## config.mk

```make
export PLATFORM = sky130hd
export DESIGN_NAME = uparc_memory_access
export DESIGN_NICKNAME = d
export VERILOG_FILES = /design/src/rtl/uparc_memory_access.sv
export SDC_FILE = /design/constraint.sdc
export NUM_CORES = 1
export LEC_CHECK = 0
export ABC_AREA = 0
export CELL_PAD_IN_SITES_DETAIL_PLACEMENT = 1
export CELL_PAD_IN_SITES_GLOBAL_PLACEMENT = 1
export CORE_ASPECT_RATIO = 2
export CORE_MARGIN = 3
export CORE_UTILIZATION = 34
export CTS_BUF_LIST = sky130_fd_sc_hd__clkbuf_16
export CTS_CLUSTER_DIAMETER = 120
export DETAILED_ROUTE_END_ITERATION = 16
export GPL_ROUTABILITY_DRIVEN = 0
export HOLD_SLACK_MARGIN = 0.08
export PLACE_DENSITY = 0.82
export RECOVER_POWER = 50
export SYNTH_ARGS = -nofsm -noshare
export SYNTH_HDL_FRONTEND = slang
export SYNTH_SLANG_ARGS = --single-unit
export TNS_END_PERCENT = 20
```

## constraint.sdc

```tcl
create_clock -name clk -period 3.15 [get_ports clk]
set_input_delay 0.4725 -clock clk [delete_from_list [all_inputs] [get_ports clk]]
set_output_delay 0.4725 -clock clk [all_outputs]
set_load 0.03 [all_outputs]
```

## src/rtl/uparc_memory_access.sv

```systemverilog
// uParc memory-access stage: drives load/store transactions on the data bus and registers write-back.
// Optional macro UPARC_LSU_ALIGN_CHECK_EN enables misalignment detection and request suppression.
module uparc_memory_access #(
    parameter int ADDR_W = 32,
    parameter int DATA_W = 32
) (
    input  logic              clk,
    input  logic              nrst,
    input  logic              i_exec_stall,
    input  logic              i_fetch_stall,
    input  logic              i_wait_stall,
    input  logic              i_nullify,
    output logic              o_mem_stall,
    output logic              o_addr_error,
    input  logic [4:0]        i_rd_no,
    input  logic [DATA_W-1:0] i_alu_result,
    input  logic [1:0]        i_lsu_op,
    input  logic              i_lsu_lns,
    input  logic              i_lsu_ext,
    input  logic [DATA_W-1:0] i_mem_data,
    output logic [ADDR_W-1:0] o_bus_addr,
    output logic              o_bus_req,
    output logic              o_bus_rnw,
    output logic [3:0]        o_bus_ben,
    output logic [DATA_W-1:0] o_bus_wdata,
    input  logic              i_bus_ack,
    input  logic [DATA_W-1:0] i_bus_rdata,
    input  logic              i_bus_rdy,
    output logic [4:0]        o_rd_no,
    output logic [DATA_W-1:0] o_rd_val
);

    localparam logic [1:0] OP_IDLE  = 2'd0;
    localparam logic [1:0] OP_BYTE  = 2'd1;
    localparam logic [1:0] OP_HWORD = 2'd2;
    localparam logic [1:0] OP_WORD  = 2'd3;

    typedef enum logic [1:0] {S_IDLE, S_CMD, S_DATA, S_DONE} state_t;

    state_t            state;
    state_t            state_next;
    logic              access;
    logic              misaligned;
    logic              core_stall;
    logic              start;
    logic              req_clear;
    logic              capture;
    logic              is_load;
    logic [1:0]        addr_lo;
    logic [DATA_W-1:0] load_word;
    logic [4:0]        wb_no;
    logic [DATA_W-1:0] wb_val;

    function automatic logic [3:0] lane_ben(input logic [1:0] op, input logic [1:0] lo);
        case (op)
            OP_BYTE:  return 4'b0001 << lo;
            OP_HWORD: return lo[1] ? 4'b1100 : 4'b0011;
            OP_WORD:  return 4'b1111;
            default:  return 4'b0000;
        endcase
    endfunction

    function automatic logic [DATA_W-1:0] lane_wdata(input logic [1:0] op,
                                                     input logic [DATA_W-1:0] data);
        case (op)
            OP_BYTE:  return {4{data[7:0]}};
            OP_HWORD: return {2{data[15:0]}};
            default:  return data;
        endcase
    endfunction

    function automatic logic [DATA_W-1:0] load_extract(input logic [DATA_W-1:0] word,
                                                       input logic [1:0] op,
                                                       input logic [1:0] lo,
                                                       input logic ext);
        logic [7:0]  b;
        logic [15:0] h;
        b = word[{lo, 3'b000} +: 8];
        h = lo[1] ? word[31:16] : word[15:0];
        case (op)
            OP_BYTE:  return {{(DATA_W-8){ext & b[7]}}, b};
            OP_HWORD: return {{(DATA_W-16){ext & h[15]}}, h};
            default:  return word;
        endcase
    endfunction

`ifdef UPARC_LSU_ALIGN_CHECK_EN
    always_comb begin
        misaligned = ((i_lsu_op == OP_HWORD) && i_alu_result[0]) ||
                     ((i_lsu_op == OP_WORD) && (i_alu_result[1:0] != 2'b00));
        addr_lo    = i_alu_result[1:0];
    end
`else
    // Without checking, low address bits are forced to the natural alignment of the size.
    always_comb begin
        misaligned = 1'b0;
        case (i_lsu_op)
            OP_HWORD: addr_lo = {i_alu_result[1], 1'b0};
            OP_WORD:  addr_lo = 2'b00;
            default:  addr_lo = i_alu_result[1:0];
        endcase
    end
`endif

    assign access       = (i_lsu_op != OP_IDLE) & ~i_nullify;
    assign o_addr_error = access & misaligned;
    assign core_stall   = i_exec_stall | o_mem_stall | i_fetch_stall | i_wait_stall;

    always_ff @(posedge clk or negedge nrst) begin
        if (!nrst) begin
            state <= S_IDLE;
        end else begin
            state <= state_next;
        end
    end

    always_comb begin
        state_next = state;
        case (state)
            S_IDLE: if (access && !misaligned) state_next = S_CMD;
            S_CMD:  if (i_bus_ack) state_next = (!o_bus_rnw || i_bus_rdy) ? S_DONE : S_DATA;
            S_DATA: if (i_bus_rdy) state_next = S_DONE;
            S_DONE: if (!core_stall) state_next = S_IDLE;
            default: state_next = S_IDLE;
        endcase
    end

    // Once a transaction leaves IDLE it runs to completion; nullify only matters at advance.
    always_comb begin
        o_mem_stall = 1'b0;
        start       = 1'b0;
        req_clear   = 1'b0;
        capture     = 1'b0;
        case (state)
            S_IDLE: begin
                start       = access & ~misaligned;
                o_mem_stall = access & ~misaligned;
            end
            S_CMD: begin
                o_mem_stall = 1'b1;
                req_clear   = i_bus_ack;
                capture     = i_bus_ack & i_bus_rdy & o_bus_rnw;
            end
            S_DATA: begin
                o_mem_stall = 1'b1;
                capture     = i_bus_rdy;
            end
            default: ;
        endcase
    end

    always_ff @(posedge clk or negedge nrst) begin
        if (!nrst) begin
            o_bus_req   <= 1'b0;
            o_bus_rnw   <= 1'b1;
            o_bus_ben   <= 4'b0000;
            o_bus_addr  <= '0;
            o_bus_wdata <= '0;
        end else if (start) begin
            o_bus_req   <= 1'b1;
            o_bus_rnw   <= i_lsu_lns;
            o_bus_ben   <= lane_ben(i_lsu_op, addr_lo);
            o_bus_addr  <= {i_alu_result[ADDR_W-1:2], 2'b00};
            o_bus_wdata <= lane_wdata(i_lsu_op, i_mem_data);
        end else if (req_clear) begin
            o_bus_req   <= 1'b0;
        end
    end

    always_ff @(posedge clk) begin
        if (capture) begin
            load_word <= i_bus_rdata;
        end
    end

    // Execute-stage inputs are frozen by the stall, so extraction reuses them at advance.
    always_comb begin
        is_load = access & i_lsu_lns & ~misaligned;
        wb_no   = (i_nullify || o_addr_error || ((i_lsu_op != OP_IDLE) && !i_lsu_lns))
                  ? 5'd0 : i_rd_no;
        wb_val  = is_load ? load_extract(load_word, i_lsu_op, addr_lo, i_lsu_ext) : i_alu_result;
    end

    always_ff @(posedge clk or negedge nrst) begin
        if (!nrst) begin
            o_rd_no  <= 5'd0;
            o_rd_val <= '0;
        end else if (!core_stall) begin
            o_rd_no  <= wb_no;
            o_rd_val <= wb_val;
        end
    end

endmodule

```

==> summary.md <==
| Metric | Value |
|---|---|
| Worst path top cell family by delay | `buffers and inverters` |
| Ys flop type | `dfrtp_1` |
| Total Routing Usage GR | `23.6%` |
| CORE AREA | `about 19,000 sq um` |
| Post-route clock period utilization | `between 80% and 90%` |
| Critical R2R Capture | `o_rd_val[21]` |
| Combinational power share | `roughly 46%` |
| Clock Skew | `approximately 11 ps` |
| CTS root buf | `clkbuf_16` |
| Antenna violations before repair | `1` |
| CP endpoint | `o_mem_stall` |
| # rows | `71` |
| Final ANT Viol Nets | `0` |
| Post-CTS resize count | `0` |
| Largest cells by area after synthesis | `dfrtp_1 40%, edfxtp_1 14%, nand2_1 9.4%` |
| Die Area | `around 21,000 sq um` |
| PortBufs | `around 220` |
| Largest net degree at the start of global routing | `64` |
| Power per cell area | `963 nW/um^2` |
| Final total power | `about 9.4 mW` |
| Routed via count | `approximately 6,200` |
| CP Depth | `9` |
| Via count of the first global-routing pass | `around 6,900` |
| Syn_area_per_cell | `9.69 sq um` |
| Fillers | `2,151` |
| Layout area overhead | `46.1%` |
| Switching share of power | `41.7%` |
| Crit-path slowest cell | `clkdlybuf4s50_1` |
| CP max stage delay | `~590 ps` |
| Reg power frac | `roughly 33%` |
| Synth warnings | `0` |
| Clock Pin Slew Worst Setup and Hold Paths | `around 60 ps` |
| Vias per cell | `5.25` |
| Worst endpoint required time | `between 2000 and 3000 ps` |
| Setup Viol. Count Final | `0` |
| Tightest Pin Transition | `roughly 1600 ps` |
| Layout cells sized above 1 | `about 7.4%` |
| RR Startpoint | `state[0]` |
| Seq/Total Area, Yosys | `between 50% and 60%` |
| Crit path launch | `i_lsu_op[1]` |
| Post-synth top area share | `39.8%` |
| Cell Area, Synth | `6670 sq um` |
| I/O Pins | `around 220` |
| Crit path max fanout | `7` |
| Run status | `finished with violations` |
| Clk sink count | `~140` |
| CP bufs+invs | `4` |
| Fraction of registers with async set/reset | `between 70 and 80%` |
| First-pass GRT wire length | `between 30 and 40 mm` |
| Setup CP Type | `primary input to primary output` |
| Net switching power | `between 3 and 4 mW` |
| Final Max Slew Viols | `30` |
| Die height | `about 200 um` |
| TritonCTS clock tree | `yes` |
| Starting Density | `between 30% and 40%` |
| Number of synthesized flops with an enable pin | `32` |
| Drt first pass iters | `4` |
| Post-Route WL | `about 25 mm` |
| Crit path capture type | `primary output` |
| Fin crit period | `around 2800 ps` |
| Most Frequent Cell on Critical Path | `nor2_1` |
| Detailed-placement wirelength estimate | `roughly 19 mm` |
| Post-CTS setup buffers | `0` |
| DRC Markers | `0` |
| Hold Vio Cnt, Final | `0` |
| Worst setup SP type | `primary input` |
| Maximum vdd drop | `0.502 mV` |
| #FFs+latches synth | `~140` |
| Lkg Pwr | `around 4.3 nW` |
| Total CTS buffers | `17` |
| MaxCap Viol Count | `1` |
| F_max | `roughly 360 MHz` |
| Yosys top cell by area | `dfrtp_1` |
| Synth Instances | `688` |
| Netlist cell types | `between 40 and 50` |
| Drt wl/cell | `21.3 um` |
| Fin nets | `between 1,000 and 1,500` |
| Cell Chain, Critical Path | `clkdlybuf4s50_1, inv_1, ha_1, buf_4, nor2_1, and2_2, nor2_1, nor2_1, buf_4` |
| R2R cell count | `9` |
| Internal cell power | `between 5 and 6 mW` |
| Critical Path AT | `between 2000 and 2500 ps` |
| Slew headroom | `-5.82%` |
| Failing checks | `max-capacitance violations, max-slew violations` |
| Total gr overflow | `0` |
| RSZ-0062 raised after global routing | `false` |
| Hold crit path type | `flip-flop to flip-flop` |
| R2R setup slack | `roughly 640 ps` |
| Final setup TNS | `0 ps` |
| CTS H-tree depth | `4` |
| Clk_lat worst skew | `around 430 ps` |
| Power share of the clock group | `between 20% and 30%` |
| Buffer depth of the longest clock path | `2` |
| DR iter-0 viols | `~290` |
| Die W | `105 um` |
==> cells by family after synthesis <==
| family | share of synthesized area (%) |
|---|---|
| other | 0.0562 |
| DFF | 54.6 |
| muxes | 4.94 |
| buffers and inverters | 3.83 |
| adders and majority gates | 1.88 |
| and+or+nand+nor | 18.9 |
| AOI/OAI and AO/OA | 15.8 |
==> area by class of cell <==
cell class              instances  area (sq um)  share of cell area, %
inverters                      12          45.0                  0.462
multi-input cells             493          2800                   28.7
diodes                          1          2.50                 0.0257
clock buffers                  17           425                   4.37
repair buffers                240          2350                   24.1
flip-flops and latches        139          3640                   37.4
clock inverters                15           158                   1.62
well taps                     255           319                   3.28
==> per-layer routing <==
metal / vias up / routed length [um] / global-route usage [%]
met3: 66 / 1310 / 5.37
met2: 236 / 13800 / 43.9
met4: 0 / 1440 / 14.3
met5: - / 0 / 0
met1: 3027 / 8390 / 23.4
li1: 2825 / - / -
==> what timing repair did <==
item / 4_1_cts / 5_1_grt
hold buffers: 1 / 0
setup endpoints to repair: 0 / 0
endpoints found under the hold margin: 35 / 0
==> registers in the layout (all words and copies together) (netlist names) <==
register,flops
o_rd_no,5
o_bus_addr,30
o_bus_ben,4
o_bus_wdata,32
o_bus_req,1
o_bus_rnw,1
o_rd_val,32
load_word,32
state,2
==> tightest hold or removal path, cell delays in order (launching register included) <==
cell     delay [ps]
dfrtp_1         330
nand2_1          50
nand2_1          50
==> through the flow <==
stage	area [sq um]	setup WS, ps	std cells	util [%]	hold WS, ps
2_1_floorplan	6680	486	690	-	177
3_3_place_gp	9160	339	1138	48.2	451
3_5_place_dp	9160	262	1138	48.2	461
4_1_cts	9760	379	1171	51.3	476
5_1_grt	9740	264	1172	51.2	499
6_report	9740	344	1172	51.2	465
==> synthesized netlist by cell type, types with 2 or more instances <==
cell       instances
o31ai_1            3
o21ai_0           10
nand3_1           39
nor2_1            54
buf_6              2
mux2_1             7
a221oi_1           8
a31oi_1            3
a211o_1           10
and3_1             6
dfrtp_1          106
nand2_1          167
a22o_1            10
buf_4              3
mux2i_1            7
buf_1              2
inv_1             11
a221o_1            2
ha_1              10
buf_2              9
o21ai_1           13
edfxtp_1          32
a21o_1            17
o211ai_1          16
mux2_2             2
nand2b_1          18
or3_1              2
o2111ai_1          2
a21oi_1           64
clkbuf_1          30
mux4_2             7
==> worst min-delay path by stage <==
stage                        from              to  slack (ps)  cells past startpoint
floorplan                    nrst  o_bus_addr[10]         180                      0
global placement     o_bus_ben[1]    o_bus_ben[1]         450                      2
detailed placement  o_bus_addr[4]   o_bus_addr[4]         460                      2
CTS                 o_bus_addr[4]   o_bus_addr[4]         480                      2
global route        o_bus_addr[3]   o_bus_addr[3]         500                      2
finish              o_bus_addr[7]   o_bus_addr[7]         470                      2
==> placed cells by master, fill, tap and decap left out, types with 12 or more instances in the layout <==
cell type | Yosys | layout
a21o_1 | 17 | 17
a21oi_1 | 64 | 64
buf_4 | 3 | 20
clkbuf_16 | 0 | 17
clkdlybuf4s50_1 | 0 | 131
dfrtp_1 | 106 | 106
dlygate4sd3_1 | 0 | 86
edfxtp_1 | 32 | 32
inv_1 | 11 | 12
nand2_1 | 167 | 166
nand2b_1 | 18 | 18
nand3_1 | 39 | 39
nor2_1 | 54 | 53
o211ai_1 | 16 | 16
o21ai_1 | 13 | 13
==> power by group through the flow <==
| stage | registers [mW] | clock network [mW] | logic (mW) |
|---|---|---|---|
| after global routing | 3.15 | 2.15 | 4.55 |
| final | 3.06 | 2.04 | 4.28 |
| after detailed placement | 3.10 | 0 | 4.43 |
| after floorplan | 4.26 | 0 | 1.17 |
| after global placement | 3.07 | 0 | 4.33 |
| after CTS | 3.08 | 2.08 | 4.46 |
No activity file was read; power rests on OpenSTA's default activity.
